<file path="config.mk">
export PLATFORM = sky130hd
export DESIGN_NAME = apb_master_dec_flat
export DESIGN_NICKNAME = d
export VERILOG_FILES = /design/src/rtl/apb_master_dec_if.sv /design/src/rtl/apb_master_dec.sv /design/src/flat_wrapper.sv
export SDC_FILE = /design/constraint.sdc
export NUM_CORES = 1
export LEC_CHECK = 0
export ABC_AREA = 1
export CORE_MARGIN = 2
export CORE_UTILIZATION = 35
export DETAILED_ROUTE_END_ITERATION = 6
export PLACE_DENSITY = 0.77
export SLEW_MARGIN = 20
export SYNTH_ARGS = -nofsm -noshare
export SYNTH_HDL_FRONTEND = slang
export SYNTH_SLANG_ARGS = --single-unit
</file>
<file path="constraint.sdc">
create_clock -name PCLK -period 3.3 [get_ports PCLK]
set_input_delay 0.33 -clock PCLK [delete_from_list [all_inputs] [get_ports PCLK]]
set_output_delay 0.33 -clock PCLK [all_outputs]
set_load 0.005 [all_outputs]
</file>
<file path="src/rtl/apb_master_dec_if.sv">
// APB bus bundle between the decoding master and its completers.
// PRDATA packs one DATA_W lane per completer; PSEL is one-hot.
interface apb_master_dec_if #(
  parameter int ADDR_W  = 32,
  parameter int DATA_W  = 32,
  parameter int NUM_SLV = 4
);
  logic [ADDR_W-1:0]         PADDR;
  logic [DATA_W-1:0]         PWDATA;
  logic                      PWRITE;
  logic                      PENABLE;
  logic [NUM_SLV-1:0]        PSEL;
  logic [NUM_SLV*DATA_W-1:0] PRDATA;
  logic [NUM_SLV-1:0]        PREADY;
  logic [NUM_SLV-1:0]        PSLVERR;

  modport master (
    output PADDR, PWDATA, PWRITE, PENABLE, PSEL,
    input  PRDATA, PREADY, PSLVERR
  );

  modport slave (
    input  PADDR, PWDATA, PWRITE, PENABLE, PSEL,
    output PRDATA, PREADY, PSLVERR
  );
endinterface

</file>
<file path="src/rtl/apb_master_dec.sv">
// APB requester with built-in address decode over NUM_SLV windows of 2**SLV_SHIFT bytes,
// per-access wait-state timeout, and a one-cycle ready/error completion pulse.
module apb_master_dec #(
  parameter int                ADDR_W      = 32,
  parameter int                DATA_W      = 32,
  parameter int                NUM_SLV     = 4,
  parameter logic [ADDR_W-1:0] BASE_ADDR   = ADDR_W'(32'h1000_0000),
  parameter int                SLV_SHIFT   = 12,
  parameter int                TIMEOUT_CYC = 16
) (
  input  logic                PCLK,
  input  logic                PRESET,
  apb_master_dec_if.master    apb,
  input  logic                transfer,
  input  logic [ADDR_W-1:0]   addr,
  input  logic [DATA_W-1:0]   wdata,
  input  logic                write,
  output logic                ready,
  output logic [DATA_W-1:0]   rdata,
  output logic                error,
  output logic                busy
);

  localparam int IDX_W = (NUM_SLV > 1) ? $clog2(NUM_SLV) : 1;
  localparam int CNT_W = (TIMEOUT_CYC > 1) ? $clog2(TIMEOUT_CYC + 1) : 1;

  typedef enum logic [1:0] {IDLE, SETUP, ACCESS} state_t;

  state_t             state, state_n;
  logic [IDX_W-1:0]   idx;
  logic [CNT_W-1:0]   cnt;
  logic [CNT_W-1:0]   cnt_inc;

  logic [ADDR_W-1:0]  off;
  logic [ADDR_W-1:0]  dec_full;
  logic               dec_valid;
  logic [IDX_W-1:0]   dec_idx;

  logic               accept;
  logic               sel_ready;
  logic               sel_err;
  logic [DATA_W-1:0]  sel_rdata;
  logic               done;
  logic               tmo;

  // Window index from the offset; addresses below the base wrap and are rejected by the compare.
  always_comb begin
    off       = addr - BASE_ADDR;
    dec_full  = off >> SLV_SHIFT;
    dec_valid = (addr >= BASE_ADDR) && (dec_full < ADDR_W'(NUM_SLV));
    dec_idx   = dec_full[IDX_W-1:0];
  end

  always_comb begin
    accept    = (state == IDLE) && transfer;
    sel_ready = apb.PREADY[idx];
    sel_err   = apb.PSLVERR[idx];
    sel_rdata = apb.PRDATA[int'(idx)*DATA_W +: DATA_W];
    cnt_inc   = cnt + 1'b1;
  end

  always_ff @(posedge PCLK or posedge PRESET) begin
    if (PRESET) state <= IDLE;
    else        state <= state_n;
  end

  always_comb begin
    state_n = state;
    done    = 1'b0;
    tmo     = 1'b0;
    unique case (state)
      IDLE:   if (transfer && dec_valid) state_n = SETUP;
      SETUP:  state_n = ACCESS;
      ACCESS: begin
        if (sel_ready) begin
          state_n = IDLE;
          done    = 1'b1;
        end else if ((TIMEOUT_CYC != 0) && (cnt_inc == CNT_W'(TIMEOUT_CYC))) begin
          state_n = IDLE;
          tmo     = 1'b1;
        end
      end
      default: state_n = IDLE;
    endcase
  end

  // Bus strobes are decoded from registered state so PRESET removes them without waiting for PCLK.
  always_comb begin
    apb.PSEL = '0;
    if (state != IDLE) apb.PSEL[idx] = 1'b1;
    apb.PENABLE = (state == ACCESS);
    busy        = (state != IDLE);
  end

  always_ff @(posedge PCLK or posedge PRESET) begin
    if (PRESET) begin
      apb.PADDR  <= '0;
      apb.PWDATA <= '0;
      apb.PWRITE <= 1'b0;
      idx        <= '0;
      cnt        <= '0;
      ready      <= 1'b0;
      error      <= 1'b0;
      rdata      <= '0;
    end else begin
      ready <= 1'b0;
      error <= 1'b0;

      if (accept) begin
        apb.PADDR  <= addr;
        apb.PWRITE <= write;
        apb.PWDATA <= write ? wdata : '0;
        idx        <= dec_idx;
        if (!dec_valid) begin
          ready <= 1'b1;
          error <= 1'b1;
          rdata <= '0;
        end
      end

      if (state == SETUP) cnt <= '0;
      else if ((state == ACCESS) && !sel_ready) cnt <= cnt_inc;

      if (done) begin
        ready <= 1'b1;
        error <= sel_err;
        if (!apb.PWRITE) rdata <= sel_err ? '0 : sel_rdata;
      end

      if (tmo) begin
        ready <= 1'b1;
        error <= 1'b1;
        if (!apb.PWRITE) rdata <= '0;
      end
    end
  end

endmodule

</file>
<file path="src/flat_wrapper.sv">
// flat-port wrapper written by rule: the top's interface ports become plain ports
module apb_master_dec_flat 
#(
  parameter int                ADDR_W      = 32,
  parameter int                DATA_W      = 32,
  parameter int                NUM_SLV     = 4,
  parameter logic [ADDR_W-1:0] BASE_ADDR   = ADDR_W'(32'h1000_0000),
  parameter int                SLV_SHIFT   = 12,
  parameter int                TIMEOUT_CYC = 16
)
  (PCLK, PRESET, transfer, addr, wdata, write, ready, rdata, error, busy, apb_PADDR, apb_PWDATA, apb_PWRITE, apb_PENABLE, apb_PSEL, apb_PRDATA, apb_PREADY, apb_PSLVERR);
  apb_master_dec_if #(.ADDR_W(ADDR_W), .DATA_W(DATA_W), .NUM_SLV(NUM_SLV)) apb_i ();
  input  logic PCLK;
  input  logic PRESET;
  input  logic transfer;
  input  logic [ADDR_W-1:0] addr;
  input  logic [DATA_W-1:0] wdata;
  input  logic write;
  output logic ready;
  output logic [DATA_W-1:0] rdata;
  output logic error;
  output logic busy;
  output wire logic [$bits(apb_i.PADDR)-1:0] apb_PADDR;
  output wire logic [$bits(apb_i.PWDATA)-1:0] apb_PWDATA;
  output wire logic [$bits(apb_i.PWRITE)-1:0] apb_PWRITE;
  output wire logic [$bits(apb_i.PENABLE)-1:0] apb_PENABLE;
  output wire logic [$bits(apb_i.PSEL)-1:0] apb_PSEL;
  input wire logic [$bits(apb_i.PRDATA)-1:0] apb_PRDATA;
  input wire logic [$bits(apb_i.PREADY)-1:0] apb_PREADY;
  input wire logic [$bits(apb_i.PSLVERR)-1:0] apb_PSLVERR;
  assign apb_PADDR = apb_i.PADDR;
  assign apb_PWDATA = apb_i.PWDATA;
  assign apb_PWRITE = apb_i.PWRITE;
  assign apb_PENABLE = apb_i.PENABLE;
  assign apb_PSEL = apb_i.PSEL;
  assign apb_i.PRDATA = apb_PRDATA;
  assign apb_i.PREADY = apb_PREADY;
  assign apb_i.PSLVERR = apb_PSLVERR;
  apb_master_dec #(.ADDR_W(ADDR_W), .DATA_W(DATA_W), .NUM_SLV(NUM_SLV), .BASE_ADDR(BASE_ADDR), .SLV_SHIFT(SLV_SHIFT), .TIMEOUT_CYC(TIMEOUT_CYC)) u_core (.PCLK(PCLK), .PRESET(PRESET), .apb(apb_i), .transfer(transfer), .addr(addr), .wdata(wdata), .write(write), .ready(ready), .rdata(rdata), .error(error), .busy(busy));
endmodule
</file>
# Word level (Yosys, flattened, before mapping)
# Cells that the tools add are included.
[totals]
reg_bits = 108
inputBits = 204
wordCells = 63
[classes]
n_addsub = 2
order_cmp = 4
n_eq_ne = 5
n_shift = 1
mux = 32
reduce_logical = 10
[ops]
columns = ["cell", "n"]
rows = [
  ["32-bit 2-to-1 mux", 8],
  ["128-bit by 8-bit variable part select with 32-bit output", 1],
  ["32-bit by 29-bit greater-or-equal comparator with 1-bit output, second input constant", 1],
  ["32-bit by 29-bit subtractor with 32-bit output, second input constant", 1],
  ["20-bit by 3-bit < comparator with 1-bit output, second input constant", 1],
  ["1-bit 2-to-1 mux", 14],
  ["5-bit 2-to-1 mux", 2],
  ["2-bit 2-to-1 mux", 3],
  ["2-bit one-hot mux with 3 select lines", 1],
  ["5-bit by 1-bit adder with 5-bit output, second input constant", 1],
  ["5-bit == test, second input constant", 1],
  ["1-bit logical AND", 5],
  ["1-bit binary-select mux with 2-bit select", 2],
  ["4-bit 2-to-1 mux", 1],
  ["2-bit nonzero test", 2],
  ["2-bit by 3-bit < comparator with 1-bit output, second input constant", 1],
  ["3-bit by 1-bit != test with 1-bit output, second input constant", 1],
  ["1-bit demux with 2-bit select", 1],
  ["2-bit by 1-bit == test with 1-bit output, second input constant", 1],
  ["2-bit == test, second input constant", 1],
  ["2-bit by 1-bit greater-or-equal comparator with 1-bit output, second input constant", 1],
  ["2-bit logical NOT", 1],
  ["2-bit != test, second input constant", 1],
  ["2-bit AND reduction", 1],
  ["1-bit logical NOT", 1],
]

# Logic depth before layout (Yosys ltp)
[logic_depth]
depth_word = 9
ltp_mapped = 12
mapped_depth_nobuf = 11

# Least setup slack after synthesis
# Ideal clock, no wire load.
[synth_timing]
kind = "flip-flop to flip-flop"
from = "reg u_core.cnt[0]"
to = "reg u_core.rdata[21]"
setup_ns = 0.119
arrival_time_ns = 1.406
required_ns = 3.181
path_slack_ns = 1.775
stages_incl_launch_ff = 11
path_buffers = 1
synth_period_minus_slack_ns = 1.525
cell_sequence = "dfrtp_1 ha_1 nand2_1 inv_1 nand3_1 nand3_1 nor2_1 nand3_1 buf_2 nand2_1 nor2_1"
[synth_between]
elab_chain_cells = 6
[synth_rtl]
columns = ["item", "line_no", "rtl"]
rows = [
  ["start, declared", "apb_master_dec.sv:31", "logic [CNT_W-1:0] cnt;"],
  ["start signal, assigned", "apb_master_dec.sv:122", "else if ((state == ACCESS) && !sel_ready) cnt <= cnt_inc;"],
  ["5-bit by 1-bit adder with 5-bit output", "apb_master_dec.sv:59", "cnt_inc = cnt + 1'b1;"],
  ["5-bit == test", "apb_master_dec.sv:78", "end else if ((TIMEOUT_CYC != 0) && (cnt_inc == CNT_W'(TIMEOUT_CYC))) begin"],
  ["1-bit 2-to-1 mux", "apb_master_dec.sv:78", ""],
  ["1-bit 2-to-1 mux", "apb_master_dec.sv:75", "if (sel_ready) begin"],
  ["1-bit 2-to-1 mux", "apb_master_dec.sv:71", "unique case (state)"],
  ["32-bit 2-to-1 mux", "apb_master_dec.sv:130", "if (tmo) begin"],
  ["end signal, assigned", "apb_master_dec.sv:127", "if (!apb.PWRITE) rdata <= sel_err ? '0 : sel_rdata;"],
  ["end, declared", "apb_master_dec.sv:19", "output logic [DATA_W-1:0] rdata,"],
]
# Every way passes these cells.
# A chain may end at the register's enable or synchronous reset.

# Final worst setup path
[layout_timing]
from = "reg u_core.apb.PADDR[13]"
to = "out apb_PADDR[13]"
[layout_lines]
columns = ["item", "line_no", "rtl"]
rows = [
  ["start, declared", "apb_master_dec_if.sv:18", "output PADDR, PWDATA, PWRITE, PENABLE, PSEL,"],
  ["start signal, assigned", "apb_master_dec.sv:110", "apb.PADDR <= addr;"],
  ["end, declared", "flat_wrapper.sv:23", "output wire logic [$bits(apb_i.PADDR)-1:0] apb_PADDR;"],
]
# No word-level cell between the ends.

==> summary.md <==
| Metric | Value |
|---|---|
| Total of max-cap violations | `0` |
| Die width | `129.2 um` |
| Drt pass-1 iters | `5` |
| CTS root buf | `clkbuf_16` |
| Hold Fails Final Rpt | `0` |
| Startpoint Class | `flop` |
| Warning count from the yosys run | `0` |
| Post-CTS sizing | `0` |
| Synthesized area | `roughly 0.0055 mm^2` |
| CP Capture Type | `output port` |
| Dpl cell area | `0.008711 mm^2` |
| Finished layout cell area | `0.009032 mm^2` |
| Number of synthesized flops with an enable pin | `0` |
| Max transition margin | `0.3970` |
| Post-DP HPWL | `14.78 mm` |
| Initial DRC Count | `457` |
| Syn nets | `977` |
| Least-Margin Pin Slew | `0.9045 ns` |
| WS Path Type | `flop to output port` |
| Crit path required time | `2.97 ns` |
| Hold-fix buffers at CTS | `0` |
| Starting Density | `0.3593` |
| Post-route clock period utilization | `0.7341` |
| Yosys top cell area share | `0.4838` |
| Largest net degree at the start of global routing | `68` |
| Post-CTS setup buffers | `0` |
| Max VDD drop | `0.3270 mV` |
| Cts bufs inserted | `9` |
| CTS tree | `done` |
| Period minus WS final | `2.423 ns` |
| GP Congestion | `0.9456` |
| Leak pwr | `4.271 nW` |
| Final Skew | `0.008560 ns` |
| Critical Path AT | `2.09 ns` |
| Main synth FF type | `dfrtp_1` |
| Clock slew at reported path FFs | `0.08 ns` |
| Vias in the first global route | `5,658` |
| Via/cell ratio | `approximately 4.8` |
| Global route total overflow | `0` |
| Worst-skew pair later-pin latency | `roughly 0.35 ns` |
| Worst stage delay on the critical path | `approximately 0.7 ns` |
| Ys async rst share | `1.000` |
| Total global-route track usage | `0.2317` |
| WL final | `slightly below 20 mm` |
| Largest cells by area after synthesis | `dfrtp_1, nand2_1, nand3_1, nand4_1, nor2_1` |
| Unique masters post-synth | `22` |
| Remaining DRCs | `0` |
| Count of boundary I/O pins | `309` |
| Htree depth | `3` |
| Place WS | `about 1.1 ns` |
| #FFs+latches synth | `106` |
| Final Setup Violations | `0` |
| Slew Limit Fails | `0` |
| Average routed wire per standard cell | `between 15 and 20 um` |
| Layout cells sized above 1 | `0.04064` |
| Cells after synthesis | `772` |
| Die area | `0.01668 mm^2` |
| Die H | `approximately 130 um` |
| Initial antenna violation count | `0` |
| Avg Cell Area, Syn | `7.102 um^2` |
| Sequential-to-total area share from yosys stat | `0.4838` |
| CTS Sinks | `106` |
| Setup ws final | `0.8774 ns` |
| Pwr/cell area | `about 380 mW/mm^2` |
| Final TNS setup | `0 ns` |
| Area delta synth->final | `64.74%` |
| CP max FO | `27` |
| Final ANT Viol Nets | `0` |
| Hold Slack | `roughly 0.44 ns` |
| Clk buf depth | `2` |
| Critical path's slowest cell | `dfrtp_1` |
| Outcome | `finished clean` |
| # rows | `45` |
| RSZ-0062 raised after global routing | `no` |
| DR vias | `6,032` |
| Hold/Removal Path Class | `input port to asynchronous set/reset pin` |
| Largest area contributor in the synthesized netlist | `dfrtp_1` |
| Port bufs | `slightly above 300` |
| Top cells by count, synth | `nand2_1, dfrtp_1, nand3_1` |
| F_max | `0.4128 GHz` |
| CP bufs+invs | `2` |
| N_diodes | `0` |
| NumNets Final | `around 1,300` |
| Most numerous cell in the Yosys netlist | `nand2_1` |
| Core box area | `0.01526 mm^2` |
| Top delay family on crit path | `buffers and inverters` |
| Critical-path cell list | `buf_4, clkdlybuf4s50_1` |
| First-pass GRT wire length | `29.95 mm` |
area by class of cell:
| class | count | area [um^2] |
|---|---|---|
| flip-flops and latches | 106 | 2653 |
| clock buffers | 9 | 225.2 |
| fillers | 1420 | 6226 |
| repair buffers | 321 | 3193 |
| inverters | 22 | 86.33 |
| well taps | 211 | 264.0 |
| multi-input cells | 593 | 2516 |
| clock inverters | 7 | 95.09 |
sequential cells by signal, summed over array words and instances (netlist names):
name	count
u_core.apb.PWRITE	1
u_core.error	1
u_core.ready	1
u_core.cnt	5
u_core.idx	1
u_core.apb.PWDATA	32
u_core.rdata	32
u_core.state	2
u_core.apb.PADDR	31
logic make-up after synthesis:
family | count (synthesis) | share of synthesized area
simple gates | 543 | 0.4089
xor+xnor | 1 | 0.001598
flops | 106 | 0.4838
fa+ha+maj | 1 | 0.002282
compound gates | 48 | 0.04427
buf+inv | 73 | 0.05910
report_power, final:
group	internal, mW	leakage [nW]	switching (mW)
Clock	0.611	0.150	0.530
Sequential	1.38	1.38	0.0596
Combinational	0.451	2.74	0.366
through the flow:
step                        util  std cells  total power [mW]
after floorplan                -        772             1.789
after global placement    0.5709       1253             2.281
after detailed placement  0.5709       1253             2.290
after CTS                 0.5919       1269             3.443
after global routing      0.5920       1269             3.583
final                     0.5920       1269             3.400
worst register-to-register path: cells and delay by family (launching register included):
family | cells | cell delay [ns]
buf+inv | 2 | 0.82
simple gates | 2 | 0.48
compound gates | 1 | 0.47
flops | 1 | 0.39
path summary, 6_finish.rpt:
| kind | slack [ns] | end | from | cells past startpoint |
|---|---|---|---|---|
| worst max-delay path | 0.88 | apb_PADDR[13] | u_core.apb.PADDR[13] | 2 |
| worst min-delay path | 0.44 | u_core.apb.PWDATA[25] | PRESET | 2 |
| worst max register to register | 1.03 | u_core.apb.PADDR[26] | u_core.state[1] | 5 |
| worst min register to register | 0.47 | u_core.apb.PADDR[8] | u_core.apb.PADDR[8] | 2 |
| max in group asynchronous | 2.13 | u_core.apb.PWRITE | PRESET | 3 |
| min in group PCLK | 0.47 | u_core.apb.PADDR[8] | u_core.apb.PADDR[8] | 2 |
routing by layer:
metal,routed length [um],GRT usage,share of wire,up-vias
li1,-,-,-,3020
met1,8546,0.3009,0.43,2794
met2,9768,0.3882,0.49,193
met3,1069,0.05202,0.054,25
met4,399,0.06905,0.020,0
met5,0,0,0,-
cell usage in the layout (no fill, tap or decap):
| master | instances |
|---|---|
| o21ai_0 | 11 |
| inv_8 | 3 |
| a21oi_1 | 31 |
| nor2_2 | 4 |
| nor3_1 | 2 |
| inv_2 | 4 |
| inv_4 | 1 |
| dfrtp_1 | 106 |
| nand2_2 | 1 |
| ha_1 | 1 |
| buf_12 | 1 |
| nor2_4 | 3 |
| xor2_1 | 1 |
| nand4_1 | 32 |
| clkinv_2 | 1 |
| nand2_1 | 376 |
| bufinv_16 | 1 |
| o31ai_1 | 1 |
| buf_4 | 12 |
| clkbuf_16 | 9 |
| nand3_1 | 77 |
| clkdlybuf4s50_1 | 308 |
| clkinv_8 | 1 |
| inv_1 | 16 |
| clkinvlp_4 | 2 |
| o21ai_1 | 5 |
| nor2_1 | 48 |
No activity file was read; power rests on OpenSTA's default activity.
